### config.mk
export PLATFORM = sky130hd
export DESIGN_NAME = rom_arbiter
export DESIGN_NICKNAME = d
export VERILOG_FILES = /design/src/rtl/rom_arbiter.sv
export SDC_FILE = /design/constraint.sdc
export NUM_CORES = 1
export LEC_CHECK = 0
export ABC_AREA = 0
export CAP_MARGIN = 20
export CORE_ASPECT_RATIO = 1.4
export CORE_UTILIZATION = 40
export CTS_CLUSTER_DIAMETER = 40
export DETAILED_ROUTE_END_ITERATION = 8
export PLACE_DENSITY = 0.76
export SYNTH_ARGS = -nofsm -noshare
export SYNTH_HDL_FRONTEND = slang
export SYNTH_SLANG_ARGS = --single-unit
### constraint.sdc
create_clock -name sys_clk -period 2.2 [get_ports sys_clk]
set_input_delay 0.22 -clock sys_clk [delete_from_list [all_inputs] [get_ports sys_clk]]
set_output_delay 0.22 -clock sys_clk [all_outputs]
set_load 0.01 [all_outputs]
### src/rtl/rom_arbiter.sv
// ---------------------------------------------------------------------------
// rom_arbiter
// Shares one synchronous ROM port between two requesters. An idle arbiter
// grants combinationally, so a grant and its address sample happen in the
// same cycle. The read is then issued, waited out for ROM_LAT cycles and
// captured into rdata. Only one read is in flight at a time.
//
// Ports
//   sys_clk    : single clock, all state on the rising edge
//   rst        : asynchronous active-high reset
//   req0/req1  : read requests, held high until the matching gnt
//   addr0/1    : word addresses, stable while the request is high
//   gnt0/gnt1  : one-cycle pulse, request accepted and address sampled
//   vld0/vld1  : one-cycle pulse, rdata holds that requester's result
//   rdata      : registered read result shared by both requesters
//   busy       : high whenever an access is in flight (state not IDLE)
//   rom_ena    : registered ROM enable, high for exactly one cycle per read
//   rom_addra  : registered ROM address, holds while rom_ena is low
//   rom_douta  : ROM read data, valid ROM_LAT cycles after the enable
// ---------------------------------------------------------------------------
module rom_arbiter #(
   parameter int ADDR_W  = 4,
   parameter int DATA_W  = 16,
   parameter int ROM_LAT = 1
) (
   input  logic              sys_clk,
   input  logic              rst,
   input  logic              req0,
   input  logic [ADDR_W-1:0] addr0,
   output logic              gnt0,
   output logic              vld0,
   input  logic              req1,
   input  logic [ADDR_W-1:0] addr1,
   output logic              gnt1,
   output logic              vld1,
   output logic [DATA_W-1:0] rdata,
   output logic              busy,
   output logic              rom_ena,
   output logic [ADDR_W-1:0] rom_addra,
   input  logic [DATA_W-1:0] rom_douta
);

   typedef enum logic [1:0] {
      IDLE    = 2'd0,
      ISSUE   = 2'd1,
      WAIT    = 2'd2,
      CAPTURE = 2'd3
   } state_t;

   localparam logic [1:0] LAT_LOAD = 2'(ROM_LAT - 1);

   state_t              r_state;
   state_t              w_nextState;
   logic [1:0]          r_count;
   logic                r_owner;
   logic                r_lastServed;
   logic                r_romEna;
   logic [ADDR_W-1:0]   r_romAddr;
   logic [DATA_W-1:0]   r_rdata;
   logic                r_vld0;
   logic                r_vld1;
   logic                w_anyReq;
   logic                w_winner;
   logic                w_grant;

   // Arbitration. A lone requester always wins; on a tie the requester that
   // was not served last wins. Requests are masked while rst is high so no
   // grant can be issued during reset.
   always_comb begin
      w_anyReq = (req0 | req1) & ~rst;
      w_winner = (req0 & req1) ? ~r_lastServed : req1;
      w_grant  = (r_state == IDLE) & w_anyReq;
   end

   // State register.
   always_ff @(posedge sys_clk or posedge rst) begin
      if (rst) begin
         r_state <= IDLE;
      end else begin
         r_state <= w_nextState;
      end
   end

   // Next-state logic. WAIT leaves when the counter is about to reach zero,
   // so CAPTURE lands exactly ROM_LAT cycles after the ISSUE cycle.
   always_comb begin
      w_nextState = r_state;
      case (r_state)
         IDLE:    if (w_grant) w_nextState = ISSUE;
         ISSUE:   w_nextState = (ROM_LAT > 1) ? WAIT : CAPTURE;
         WAIT:    if (r_count <= 2'd1) w_nextState = CAPTURE;
         CAPTURE: w_nextState = IDLE;
         default: w_nextState = IDLE;
      endcase
   end

   // Output logic driven from the state and the arbitration result.
   always_comb begin
      gnt0 = w_grant & ~w_winner;
      gnt1 = w_grant & w_winner;
      busy = (r_state != IDLE);
   end

   // Datapath. The ROM enable is set on the grant edge so it is high only
   // during ISSUE. The owner is remembered so the capture edge knows which
   // valid to pulse; a reset mid-access clears everything, which drops the
   // pending valid.
   always_ff @(posedge sys_clk or posedge rst) begin
      if (rst) begin
         r_romEna     <= 1'b0;
         r_romAddr    <= '0;
         r_owner      <= 1'b0;
         r_lastServed <= 1'b1;
         r_count      <= 2'd0;
         r_rdata      <= '0;
         r_vld0       <= 1'b0;
         r_vld1       <= 1'b0;
      end else begin
         r_romEna <= w_grant;
         if (w_grant) begin
            r_romAddr    <= w_winner ? addr1 : addr0;
            r_owner      <= w_winner;
            r_lastServed <= w_winner;
         end
         if (r_state == ISSUE) begin
            r_count <= LAT_LOAD;
         end else if (r_state == WAIT) begin
            r_count <= r_count - 2'd1;
         end
         if (r_state == CAPTURE) begin
            r_rdata <= rom_douta;
         end
         r_vld0 <= (r_state == CAPTURE) & ~r_owner;
         r_vld1 <= (r_state == CAPTURE) & r_owner;
      end
   end

   assign rom_ena   = r_romEna;
   assign rom_addra = r_romAddr;
   assign rdata     = r_rdata;
   assign vld0      = r_vld0;
   assign vld1      = r_vld1;

endmodule

==> out/results.tsv <==
stage	metric	value	unit
pwr	PwrDens	1401	nW/um2
synth	Synth async-reset ratio	100.0	%
floorplanning	Starting Density	42.80	%
sta	Final period util	90.21	%
synth	yosys warns	0	
drt	uppermost routed layer	met4	
run	max-cap viol count	0	
setup_path	Setup crit end kind	output pin	
clock_tree	CTS tree	yes	
synth	Distinct cells, synth	24	
synth	syn avg cell area	14.11	um2
floorplanning	row cnt	23	
clock_tree	CTS Buffer Depth	2	
grt	total grt overflow	0	
grt	wire length of the first global-routing pass	4.236	mm
floorplanning	Die ar.	3372	um2
clock_tree	Reg clk slew, reported paths	0.06	ns
placement	Placed Area	1832	um2
setup_path	CP max FO	3	
sta	setup ws final	0.2153	ns
synth	#FFs+latches synth	29	
synth	Yosys top cell by area	dfrtp_1	
floorplanning	core area	2935	um2
synth	syn nets	122	
cells_and_area	share of cells above drive strength 1	22.67	%
synth	netlist area before placement	1256	um2
placement	Port-buffer cells	53	
sta	final hold viol count	0	
synth	most frequent cell after synthesis	dfrtp_1	
drt	WL met3	117	um
grt	largest net degree at the start of global routing	30	
synth	commonest register cell after synthesis	dfrtp_1	
sta	setup_tns	0	ns
clock_tree	H-tree levels	2	
drt	wirelength, routed	2.622	mm
clock_tree	Root Driver	clkbuf_8	
drt	met2 wire length	1.421	mm
drt	WL met1	1.036	mm
sta	unrepaired setup endpoints after global routing	false	
sta	WHS	0.3969	ns
placement	dpl ws	0.2029	ns
setup_path	CP arrival	1.76	ns
floorplanning	Die X	49.36	um
status	status	finished clean	
clock_tree	clk sinks	29	
cells_and_area	antenna cell count	0	
sta	Final setup violation count	0	
synth	Yosys top cell area share	55.78	%
setup_path	CP startpoint kind	input pin	
drt	ANT nets after route	0	
floorplanning	die height	68.31	um
pwr	P_leak	0.8757	nW
grt	vias in the first global route	926	
clock_tree	CTS buffer count	5	
placement	hpwl dp	2.019	mm
floorplanning	IO Pins	54	
synth	Synth Instances	89	
drt	via count	894	
drt	Pre-antenna DRT Iters	5	
synth	largest cells by area after synthesis	dfrtp_1, mux2_2, ha_1	
drt	Iter 0 DRT Violations	22	
drt	Wirelength per Cell	14.02	um
drt	Vias/cell	4.781	
sta	Tmin final	1.985	ns
grt	total track usage	17.31	%
cells_and_area	Area Growth Syn to Fin	55.18	%
synth	top post-synthesis cells by count	dfrtp_1, mux2_2, inv_1, ha_1, mux2i_1	
clock_tree	Clock Latency Late Sink	0.28	ns
sta	Slew HR	76.21	%
synth	Post-synth EDFFs	0	
setup_path	CP required	1.98	ns
sta	Slew @ Worst Pin	0.3569	ns
worst_hold_path	Hold Crit Class	input pin to async pin	
cells_and_area	Final #Nets	182	
sta	Slew Limit Fails	0	
drt	drc violations	0	
sta	Clock Skew	0.002613	ns
placement	gp weighted congestion	0.6718	
pwr	maximum vdd drop	0.9317	mV
synth	post-synthesis sequential area ratio	57.87	%
sta	Fmax	503.9	MHz
cells_and_area	Finished Cell Area	1949	um2
setup_path	kind of critical path	input pin to output pin	
grt	initial antenna violation count	0	
[layout make-up]
class / count / area (um2)
Clock buffer: 7 / 86.33
Clock inverter: 1 / 30.03
Fill cell: 229 / 985.9
Inverter: 7 / 26.28
Multi-Input combinational cell: 50 / 481.7
Sequential cell: 29 / 726.9
Tap cell: 37 / 46.29
Timing Repair Buffer: 56 / 551.8
[what timing repair did]
| item | CTS | global route |
|---|---|---|
| hold buffers | 0 | 0 |
| setup buffers | 0 | 0 |
| endpoints found under the setup margin | 1 | 0 |
| resized for setup | 2 | 0 |
[worst paths after layout]
check / endpoint / depth (start not counted) / start / slack [ns]
worst max-delay path: gnt0 / 4 / req1 / 0.22
worst min-delay path: r_owner$_DFFE_PP0P_ / 3 / rst / 0.40
worst max register to register: rdata[12]$_DFFE_PP0N_ / 3 / r_state[1]$_DFFE_PP0P_ / 0.76
worst min register to register: vld0$_DFF_PP0_ / 1 / r_owner$_DFFE_PP0P_ / 0.47
max in group asynchronous: r_lastServed$_DFFE_PP1P_ / 3 / rst / 1.50
min in group sys_clk: vld0$_DFF_PP0_ / 1 / r_owner$_DFFE_PP0P_ / 0.47
[metal layers]
layer	vias to the layer above	track usage, %
li1	425	-
met5	-	0
met2	25	30.14
met1	437	19.07
met4	0	8.456
met3	7	5.556
[where the power goes]
part	switching (W)	internal, W	leakage (nW)
Clock	0.000189	0.000368	0.0585
Combinational	0.000488	0.000750	0.470
Sequential	0.000134	0.000802	0.347
Total	0.000811	0.00192	0.876
[critical path, cell delays in order]
cell             delay [ns]
clkdlybuf4s50_1        0.57
a21bo_1                0.29
and3_2                 0.22
clkdlybuf4s50_1        0.47
[cells in the final DEF (no fill, tap or decap), types with 2 or more instances in the layout]
| master | n |
|---|---|
| o21ai_0 | 4 |
| dfrtp_1 | 28 |
| mux2i_1 | 5 |
| clkdlybuf4s50_1 | 52 |
| a21o_1 | 2 |
| inv_1 | 7 |
| mux2_2 | 17 |
| nand2_1 | 2 |
| o21ai_1 | 4 |
| buf_4 | 3 |
| ha_1 | 4 |
| clkbuf_8 | 6 |
[logic make-up after synthesis]
family          Yosys count  share of synthesized area [%]
simple gates              7                          3.786
flops                    29                          57.87
buf+inv                  10                          3.984
fa+ha+maj                 5                          4.980
mux                      23                          20.12
compound gates           15                          9.264
[sequential cells by signal (all words and copies together) (netlist names)]
signal / cells
r_state: 2
r_lastServed: 1
r_owner: 1
rom_ena: 1
r_count: 2
vld0: 1
rom_addra: 4
vld1: 1
rdata: 16
[metrics by stage]
| step | total power [W] | instances | util, % |
|---|---|---|---|
| final | 0.002732 | 187 | 66.41 |
| after detailed placement | 0.002198 | 179 | 62.40 |
| after floorplan | 0.001596 | 89 | - |
| after CTS | 0.002769 | 187 | 66.41 |
| after global routing | 0.002915 | 187 | 66.41 |
| after global placement | 0.002147 | 179 | 62.40 |
(Power assumes the default switching activity.)
